$ cat src/rtl/status_flag_unit.sv
// rtl/status_flag_unit.sv - ALU status flag register with save/restore stack and branch condition evaluator
module status_flag_unit #(
  parameter int WIDTH       = 16,
  parameter int STACK_DEPTH = 4,
  localparam int CW         = $clog2(STACK_DEPTH + 1)
) (
  input  logic             clk,
  input  logic             reset,
  input  logic [WIDTH-1:0] zbus,
  input  logic             carry_msb,
  input  logic             carry_msb_m1,
  input  logic             flag_load,
  input  logic [3:0]       flag_mask,
  input  logic             flag_wr,
  input  logic [3:0]       flag_wdata,
  input  logic             push,
  input  logic             pop,
  input  logic             err_clr,
  input  logic [3:0]       cond,
  output logic [3:0]       flags,
  output logic             cond_true,
  output logic [CW-1:0]    stack_count,
  output logic             stack_full,
  output logic             stack_empty,
  output logic             stack_err
);

  localparam logic [CW-1:0] DEPTH_C = CW'(STACK_DEPTH);

  // Sized to the full index range so stack_count addresses it without width conversion.
  logic [3:0] stack_mem [2**CW];

  logic [3:0] comp_flags;
  logic [3:0] next_flags;
  logic [3:0] stack_top;
  logic       push_ok;
  logic       pop_ok;
  logic       err_set;
  logic       z, v, s, c;

  assign comp_flags = {~|zbus, carry_msb ^ carry_msb_m1, zbus[WIDTH-1], carry_msb};

  assign stack_full  = (stack_count == DEPTH_C);
  assign stack_empty = (stack_count == '0);

  assign push_ok = push & ~pop & ~stack_full;
  assign pop_ok  = pop & ~push & ~stack_empty;
  assign err_set = (push & pop) | (push & ~pop & stack_full) | (pop & ~push & stack_empty);

  assign stack_top = stack_mem[stack_count - CW'(1)];

  always_comb begin
    next_flags = flags;
    if (pop_ok) begin
      next_flags = stack_top;
    end else begin
      for (int i = 0; i < 4; i++) begin
        if (flag_wr && flag_mask[i])
          next_flags[i] = flag_wdata[i];
        else if (flag_load && flag_mask[i])
          next_flags[i] = comp_flags[i];
      end
    end
  end

  always_ff @(posedge clk or negedge reset) begin
    if (!reset) begin
      flags       <= 4'b0000;
      stack_count <= '0;
      stack_err   <= 1'b0;
    end else begin
      flags <= next_flags;
      if (push_ok)
        stack_count <= stack_count + CW'(1);
      else if (pop_ok)
        stack_count <= stack_count - CW'(1);
      // A new error event takes precedence over a simultaneous clear.
      if (err_set)
        stack_err <= 1'b1;
      else if (err_clr)
        stack_err <= 1'b0;
    end
  end

  // Saved flags are the pre-edge register value; contents need no reset.
  always_ff @(posedge clk) begin
    if (push_ok)
      stack_mem[stack_count] <= flags;
  end

  assign {z, v, s, c} = flags;

  always_comb begin
    cond_true = 1'b0;
    case (cond)
      4'd0:  cond_true = 1'b1;
      4'd1:  cond_true = z;
      4'd2:  cond_true = ~z;
      4'd3:  cond_true = c;
      4'd4:  cond_true = ~c;
      4'd5:  cond_true = s;
      4'd6:  cond_true = ~s;
      4'd7:  cond_true = v;
      4'd8:  cond_true = ~v;
      4'd9:  cond_true = c & ~z;
      4'd10: cond_true = ~c | z;
      4'd11: cond_true = (s == v);
      4'd12: cond_true = (s != v);
      4'd13: cond_true = ~z & (s == v);
      4'd14: cond_true = z | (s != v);
      default: cond_true = 1'b0;
    endcase
  end

endmodule

$ cat config.mk
export PLATFORM = sky130hd
export DESIGN_NAME = status_flag_unit
export DESIGN_NICKNAME = d
export VERILOG_FILES = /design/src/rtl/status_flag_unit.sv
export SDC_FILE = /design/constraint.sdc
export NUM_CORES = 1
export LEC_CHECK = 0
export ABC_AREA = 1
export CAP_MARGIN = 25
export CORE_MARGIN = 1.5
export CORE_UTILIZATION = 35
export CTS_BUF_LIST = sky130_fd_sc_hd__clkbuf_16
export DETAILED_ROUTE_END_ITERATION = 8
export PLACE_DENSITY = 0.69
export SLEW_MARGIN = 20
export SYNTH_ARGS = -nofsm -noshare
export SYNTH_HDL_FRONTEND = slang
export SYNTH_SLANG_ARGS = --single-unit
$ cat constraint.sdc
create_clock -name clk -period 1.6 [get_ports clk]
set_input_delay 0.48 -clock clk [delete_from_list [all_inputs] [get_ports clk]]
set_output_delay 0.48 -clock clk [all_outputs]
set_load 0.1 [all_outputs]
### After elaboration in Yosys (flattened, before gate mapping)

Memories as Yosys holds them, arrays and structs flattened.
Index checks and enable logic that the tools add are counted.

* add/subtract/negate cells: 2
* equal/unequal tests: 17
* multiplexer cells: 16
* bitwise gates (word level): 22
* reductions and logical operators: 18

Operators by type and width (count)
* == test 4 bit, second input constant: 7
* == test 4 x 3 -> 1 bit, second input constant: 4
* OR reduction 16 bit: 1
* one-hot mux 1 bit (15 select lines): 1
* 2-to-1 mux 1 bit: 12
* nonzero test 3 bit: 4
* bitwise AND 1 bit: 9
* == test 4 x 2 -> 1 bit, second input constant: 2
* logical AND 1 bit: 8
* inverter 1 bit: 8
* 2-to-1 mux 3 bit: 2
* == test 4 x 1 -> 1 bit, second input constant: 1
* logical NOT 4 bit: 1
* 2-to-1 mux 4 bit: 1
* bitwise OR 1 bit: 4
* nonzero test 2 bit: 2
* adder 3 x 1 -> 3 bit, second input constant: 1
* == test 3 bit, second input constant: 1
* logical NOT 3 bit: 1
* subtractor 3 x 1 -> 3 bit, second input constant: 1
* == test 1 bit: 1
* logical NOT 1 bit: 1
* != test 1 bit: 1
* bitwise XOR 1 bit: 1

* bits in registers: 8
* bits in writable memories: 32
* input port bits: 37
* output and inout bits: 11
* memories: 1

Memories
* stack_mem: words 8, width 4, rd ports 1, clocked after Yosys merged registers in 0, wr ports 1, line 31 `logic [3:0] stack_mem [2**CW];`

### Depth between registers and ports, before layout

Gate-level depths: netlist of run 1.

* word-level depth: 6
* gate-level depth with buffers: 11
* mapped depth without buffers: 8

### Worst setup path before layout of run 1

No wires, ideal clock.

* kind: flip-flop to output port
* start point: register stack_count[0]
* end point: output stack_empty
* arrival time: 2.758 ns
* required time: 1.120 ns
* path slack: -1.638 ns
* cell stages (with the launch flop): 7
* cells stage by stage: dfrtp_1 -> buf_6 -> inv_6 -> buf_6 -> ha_1 -> inv_1 -> nor2_1

* longest elaborated chain between the ends: 1

Ends and longest elaborated chain
* start: declaration: line 22 `output logic [CW-1:0] stack_count,`
* start signal: assignment: line 74 `stack_count <= stack_count + CW'(1);`
* start signal: assignment: line 76 `stack_count <= stack_count - CW'(1);`
* logical NOT 3 bit: line 44 `assign stack_empty = (stack_count == '0);`
* end: declaration: line 24 `output logic stack_empty,`

Every way passes these cells.

### Worst setup path in the final report of run 1

* start point: register flags[1]
* end point: output cond_true

* longest elaborated chain between the ends: 3

Ends and longest elaborated chain
* start: declaration: line 20 `output logic [3:0] flags,`
* start signal: assignment: line 72 `flags <= next_flags;`
* != test 1 bit or == test 1 bit (tied branches)
* bitwise OR 1 bit or bitwise AND 1 bit (tied branches): line 110, 109
* one-hot mux 1 bit (15 select lines) (*): line 95 `case (cond)`
* end: declaration: line 21 `output logic cond_true,`

Mark *: on every way between the ends. The rest lies on a longest branch, timed or not.

==> results of run 1 <==
## layout make-up
class,instances,area (sq um),share of cell area
inverter,25,113,0.0319
sequential,40,1180,0.335
tap,75,93.8,0.0266
clock buffer,5,125,0.0354
timing repair buffer,79,887,0.251
multi-input combinational,193,1090,0.308
clock inverter,3,42.5,0.0120
## final timing paths
check | from | endpoint | slack, ps | depth (start not counted)
setup / recovery | flags[1]$_DFFE_PN0P_ | cond_true | -380 | 9
hold / removal | reset | flags[3]$_DFFE_PN0P_ | 490 | 1
setup reg to reg | stack_count[0]$_DFFE_PN0P_ | stack_mem[7][1]$_DFFE_PP_ | 20 | 8
hold reg to reg | stack_err$_DFFE_PN0P_ | stack_err$_DFFE_PN0P_ | 570 | 2
max in group asynchronous | reset | flags[1]$_DFFE_PN0P_ | 800 | 1
min in group clk | stack_err$_DFFE_PN0P_ | stack_err$_DFFE_PN0P_ | 570 | 2
## layer usage
metal	routed length [um]	vias up	track usage
met5	0	-	0
met4	60	0	0.0356
met1	2250	908	0.220
met2	2770	81	0.302
li1	-	1010	-
met3	435	6	0.0593
## flip-flops by register name, indices dropped and copies added, names as in the netlist
register     cells
stack_err        1
stack_count      3
stack_mem       32
flags            4
## layout by cell type, fill, tap and decap left out, types with 4 or more instances in the layout
cell	Yosys	final
buf_12	0	13
buf_4	1	23
buf_6	4	5
clkbuf_16	0	6
clkdlybuf4s50_1	0	32
dfrtp_4	0	5
edfxtp_1	32	32
inv_1	22	15
inv_2	2	5
nand2_1	84	80
nand2_2	3	4
nand3_1	26	22
nor2_1	53	41
nor2_4	0	10
o21ai_1	6	5
## power by group
| group | switching [mW] | total, mW | internal, mW |
|---|---|---|---|
| clock | 0.392 | 1.12 | 0.732 |
| sequential | 0.143 | 1.61 | 1.47 |
| combinational | 2.84 | 4.73 | 1.89 |
| total | 3.37 | 7.47 | 4.09 |
## through the flow
stage               instances  power (mW)
global route              420        7.90
finish                    420        7.47
CTS                       414        7.09
global placement          400        5.64
floorplan                 264        4.33
detailed placement        400        5.69
## logic make-up (layout without fill, tap and decap cells)
group	count (synthesis)	count (layout)	share of synthesized area
AOI/OAI and AO/OA	13	13	0.0388
xor gates and xnor gates	5	5	0.0234
adders and majority gates	3	3	0.0171
buffers and inverters	31	112	0.0713
DFF	40	40	0.529
and+or+nand+nor	172	172	0.320
## worst max-delay path: cells and delay by family (launching register included)
kind	cells	cell delay, ps
flops	1	500
simple gates	6	430
buf+inv	3	270
## repair_timing
| action | CTS | global route |
|---|---|---|
| hold buffers | 0 | 0 |
| gates cloned | 0 | 1 |
| pin swaps | 4 | 5 |
| gates resized for setup | 22 | 26 |
| setup buffers | 6 | 6 |
| setup endpoints to repair | 23 | 46 |
==> impl_metrics.csv, run 1 <==
group,metric,value,unit
routing,viasPerCell,4.77,
critical_path,crit_fanout,4,
global_route,track_usage,0.178,
routing,routed_wl,5.52,mm
flow_run,cap_violations,0,
global_route,antenna_found_initial,0,
floorplan,die_y,82.2,um
timing,worst_pin_slew,396,ps
logic_synthesis,synth_cell_types,27,
floorplan,initial_core_util,0.366,
timing,rsz0062_at_grt,"yes",
global_route,grt_pass1_wl,8.87,mm
clock_network,clk_pin_slew,60,ps
outcome,status,"finished, violations left",
outcome,violations,"setup timing",
global_route,grt_pass1_vias,1920,
logic_synthesis,synth_top_area_frac,0.438,
cells_and_area,fill_cells,498,
logic_synthesis,ys.flop_type,"edfxtp_1",
routing,drc,0,
critical_path,cp_cell_sequence,"inv_2, nand2_1, nand2_2, inv_1, nand2_1, nand2_1, nor2_2, nand3_4, buf_12",
place,placed_area,3080,sq um
floorplan,die_area,6750,sq um
power_and_ir_drop,power.density,2110,nW/um^2
place,port_buffers,47,
critical_path,cpMaxStageDelayCell,"dfrtp_4",
place,dp_hpwl,3.93,mm
logic_synthesis,yosysMostFrequentCell,"nand2_1",
floorplan,boundaryPins,48,
logic_synthesis,synthArstFlopShare,0.200,
clock_network,clk_latency,280,ps
cells_and_area,finalNetCount,384,
min_path,hp-class,"input port to async pin",
timing,setup_ws,-381,ps
critical_path,critical_path_class,"flip-flop to primary output",
critical_path,crit_path_start_kind,"flip-flop",
critical_path,critPathCaptureType,"primary output",
floorplan,die_w,82.2,um
routing,wl_per_cell,13.1,um
routing,antenna_left,0,
logic_synthesis,synth_warnings,0,
timing,tns,-996,ps
clock_network,clockBufferDepth,2,
routing,vias,2005,
timing,fin_crit,1980,ps
place,gp_congestion,0.830,
cells_and_area,fin_util,0.590,
cells_and_area,num_antenna_cells,0,
timing,finalHoldViolCount,0,
clock_network,cts_root_buf,"clkbuf_16",
timing,slew_headroom,0.735,
logic_synthesis,yosys-top-cells-count,"nand2_1 (84), nor2_1 (53), edfxtp_1 (32)",
critical_path,cpMostUsedCell,"nand2_1",
floorplan,row_count,28,
floorplan,fp.coreArea,5990,sq um
cells_and_area,layout-drive-gt1-share,0.290,
power_and_ir_drop,p_leak,1.47,nW
clock_network,numCtsBuffers,5,
power_and_ir_drop,vdd_ir_drop_max,2.32,mV
logic_synthesis,synth.area.top_cells,"edfxtp_1 (44%), nand2_1 (14%), dfrtp_1 (9.1%)",
logic_synthesis,ys_ff_latch,40,
logic_synthesis,syn-num-nets,304,
timing,timing.final.crit_share,1.24,
logic_synthesis,syn_area,2190,sq um
clock_network,h-tree-depth,2,
critical_path,critical_path_arrival,1500,ps
cells_and_area,design_area,3530,sq um
critical_path,required,1120,ps
logic_synthesis,netlist_instances,264,
routing,first_iter_violations,118,
timing,fin_worst_skew,2.93,ps
logic_synthesis,synth_area_per_cell,8.31,sq um
global_route,grt_max_degree,21,
timing,finalMaxSlewViolations,0,
timing,max_clock_freq,505,MHz
logic_synthesis,yosys.area.top_type,"edfxtp_1",
routing,drt-pass1-iter-count,4,
place,post-place-ws,-638,ps
logic_synthesis,synth_edf_count,32,
global_route,grt-ovfl-total,0,
timing,whs,488,ps
clock_network,cts_tree,"built",
critical_path,max_stage_delay,500,ps
clock_network,clkSinkCount,40,
cells_and_area,syn_to_final_growth,60.9,%
logic_synthesis,yosysSeqAreaShare,0.529,
timing,finalSetupViolations,6,
(Power assumes the default switching activity.)
==> run 2: changes to the inputs <==
CTS_CLUSTER_DIAMETER = 80   (was default)
==> results of run 2 <==
Final layout, timing and power as in run 1 (identical DEF).
==> run 3: changes to the inputs <==
CTS_BUF_LIST = default   (was sky130_fd_sc_hd__clkbuf_16)
==> impl_metrics.csv, run 3 (synthesis gave the netlist of run 1 again) <==
group,metric,value,unit
critical_path,max_stage_delay,450,ps
floorplan,fp.coreArea,5990,sq um
cells_and_area,max_flop_register,"stack_mem",
critical_path,required,1120,ps
critical_path,crit_path_start_kind,"flip-flop",
timing,fin_worst_skew,6.94,ps
timing,finalSetupViolations,6,
global_route,grt_max_degree,21,
critical_path,reg2reg_from,"stack_count[0]$_DFFE_PN0P_",
cells_and_area,largest_reg_flops,32,
global_route,grt-ovfl-total,0,
timing,worst_pin_slew,401,ps
global_route,grt_pass1_wl,8.76,mm
place,dp_hpwl,3.93,mm
cells_and_area,top_regs,"stack_mem x32, flags x4, stack_count x3",
critical_path,critPathCaptureType,"primary output",
outcome,violations,"setup timing",
critical_path,r2r_end,"stack_mem[6][1]$_DFFE_PP_",
clock_network,cts_tree,"built",
critical_path,path_delay_family,"flip-flops",
timing,max_clock_freq,499,MHz
critical_path,critical_path_class,"flip-flop to primary output",
place,dp_cells,400,
cells_and_area,fin_cells,420,
cells_and_area,final_common_cell,"nand2_1",
cells_and_area,final_cell_mix,"nand2_1 (79), nor2_1 (41), clkdlybuf4s50_1 (32), edfxtp_1 (32), buf_4 (25)",
cells_and_area,num_antenna_cells,0,
place,placed_area,3080,sq um
critical_path,crit_fanout,4,
global_route,track_usage,0.175,
global_route,grt_pass1_vias,1933,
place,gp_congestion,0.830,
timing,finalMaxSlewViolations,0,
clock_network,h-tree-depth,2,
routing,first_iter_violations,105,
routing,viasPerCell,4.77,
cells_and_area,finalNetCount,384,
timing,fin_crit,2000,ps
timing,rsz0062_at_grt,"yes",
timing,timing.final.crit_share,1.25,
power_and_ir_drop,p_total,7.14,mW
clock_network,clkSinkCount,40,
timing,finalHoldViolCount,0,
floorplan,row_count,28,
clock_network,clk_pin_slew,80,ps
global_route,antenna_found_initial,0,
flow_run,cap_violations,0,
routing,antenna_left,0,
cells_and_area,layout-drive-gt1-share,0.284,
power_and_ir_drop,vdd_ir_drop_max,2.33,mV
clock_network,clockBufferDepth,2,
routing,drc,0,
critical_path,path_buf_inv,3,
floorplan,die_w,82.2,um
routing,vias,2005,
cells_and_area,design_area,3460,sq um
routing,drt-pass1-iter-count,4,
clock_network,clk_latency,290,ps
critical_path,cp_cell_sequence,"inv_2, buf_4, nor2_1, nor2_1, nand2_1, nand2_1, nor2_2, nand3_4, buf_12",
min_path,hp-class,"input port to async pin",
critical_path,worstRegToRegCells,8,
floorplan,initial_core_util,0.366,
outcome,status,"finished, violations left",
floorplan,boundaryPins,48,
timing,setup_ws,-405,ps
timing,slew_headroom,0.732,
place,port_buffers,47,
power_and_ir_drop,power.density,2060,nW/um^2
clock_network,numCtsBuffers,5,
critical_path,cpMaxStageDelayCell,"dfrtp_4",
routing,routed_wl,5.57,mm
critical_path,critical_path_arrival,1520,ps
floorplan,die_y,82.2,um
place,post-place-ws,-638,ps
cells_and_area,syn_to_final_growth,57.6,%
critical_path,r2r_slack,0,ps
routing,wl_per_cell,13.3,um
clock_network,cts_root_buf,"clkbuf_8",
power_and_ir_drop,p_leak,1.44,nW
floorplan,die_area,6750,sq um
run 3: cell types whose count changed in the layout (fill, tap and decap cells not counted), moves of 2 or more:
cell       previous run  this run
buf_4                23        25
clkbuf_8              0         5
buf_6                 5         3
clkbuf_16             6         1
run 3: through the flow:
stage	setup TNS [ps]	utilization	hold WS [ps]
2_1_floorplan	-16270	-	184
3_3_place_gp	-9480	0.515	561
3_5_place_dp	-10160	0.515	564
4_1_cts	-1170	0.554	476
5_1_grt	-2150	0.577	477
6_report	-1100	0.577	478
run 3: power by group:
group	total [mW]	switching (mW)	internal, mW
clock network	0.809	0.348	0.461
logic	4.71	2.82	1.89
registers	1.62	0.150	1.47
total	7.14	3.32	3.81
run 3: area by class of cell:
type | instances | area (sq um)
multi-input cells | 193 | 1080
clock buffers | 5 | 68.8
fillers | 510 | 2530
inverters | 25 | 113
well taps | 75 | 93.8
repair buffers | 79 | 878
clock inverters | 3 | 42.5
flip-flops and latches | 40 | 1180
run 3: how the worst max path moves through the flow:
stage / slack (ps) / startpoint / cells past startpoint / to
CTS: -400 / flags[1]$_DFFE_PN0P_ / 9 / cond_true
global placement: -610 / cond[0] / 9 / cond_true
global route: -500 / flags[2]$_DFFE_PN0P_ / 9 / cond_true
floorplan: -560 / stack_count[0]$_DFFE_PN0P_ / 6 / stack_empty
finish: -400 / flags[1]$_DFFE_PN0P_ / 9 / cond_true
detailed placement: -640 / cond[1] / 9 / cond_true
run 3: per-layer routing:
layer  GRT usage  vias to the layer above  part of all wire
met5           0                        -                 0
met4      0.0492                        0             0.019
met3      0.0582                       11             0.057
met2       0.289                       72              0.50
met1       0.219                      917              0.42
li1            -                     1005                 -
run 3: what timing repair did:
item                       4_1_cts  5_1_grt
setup endpoints to repair       24       47
setup buffers                    7        5
gates resized for setup         23       23
pin swaps                        4        4
hold buffers                     0        0
gates cloned                     0        1
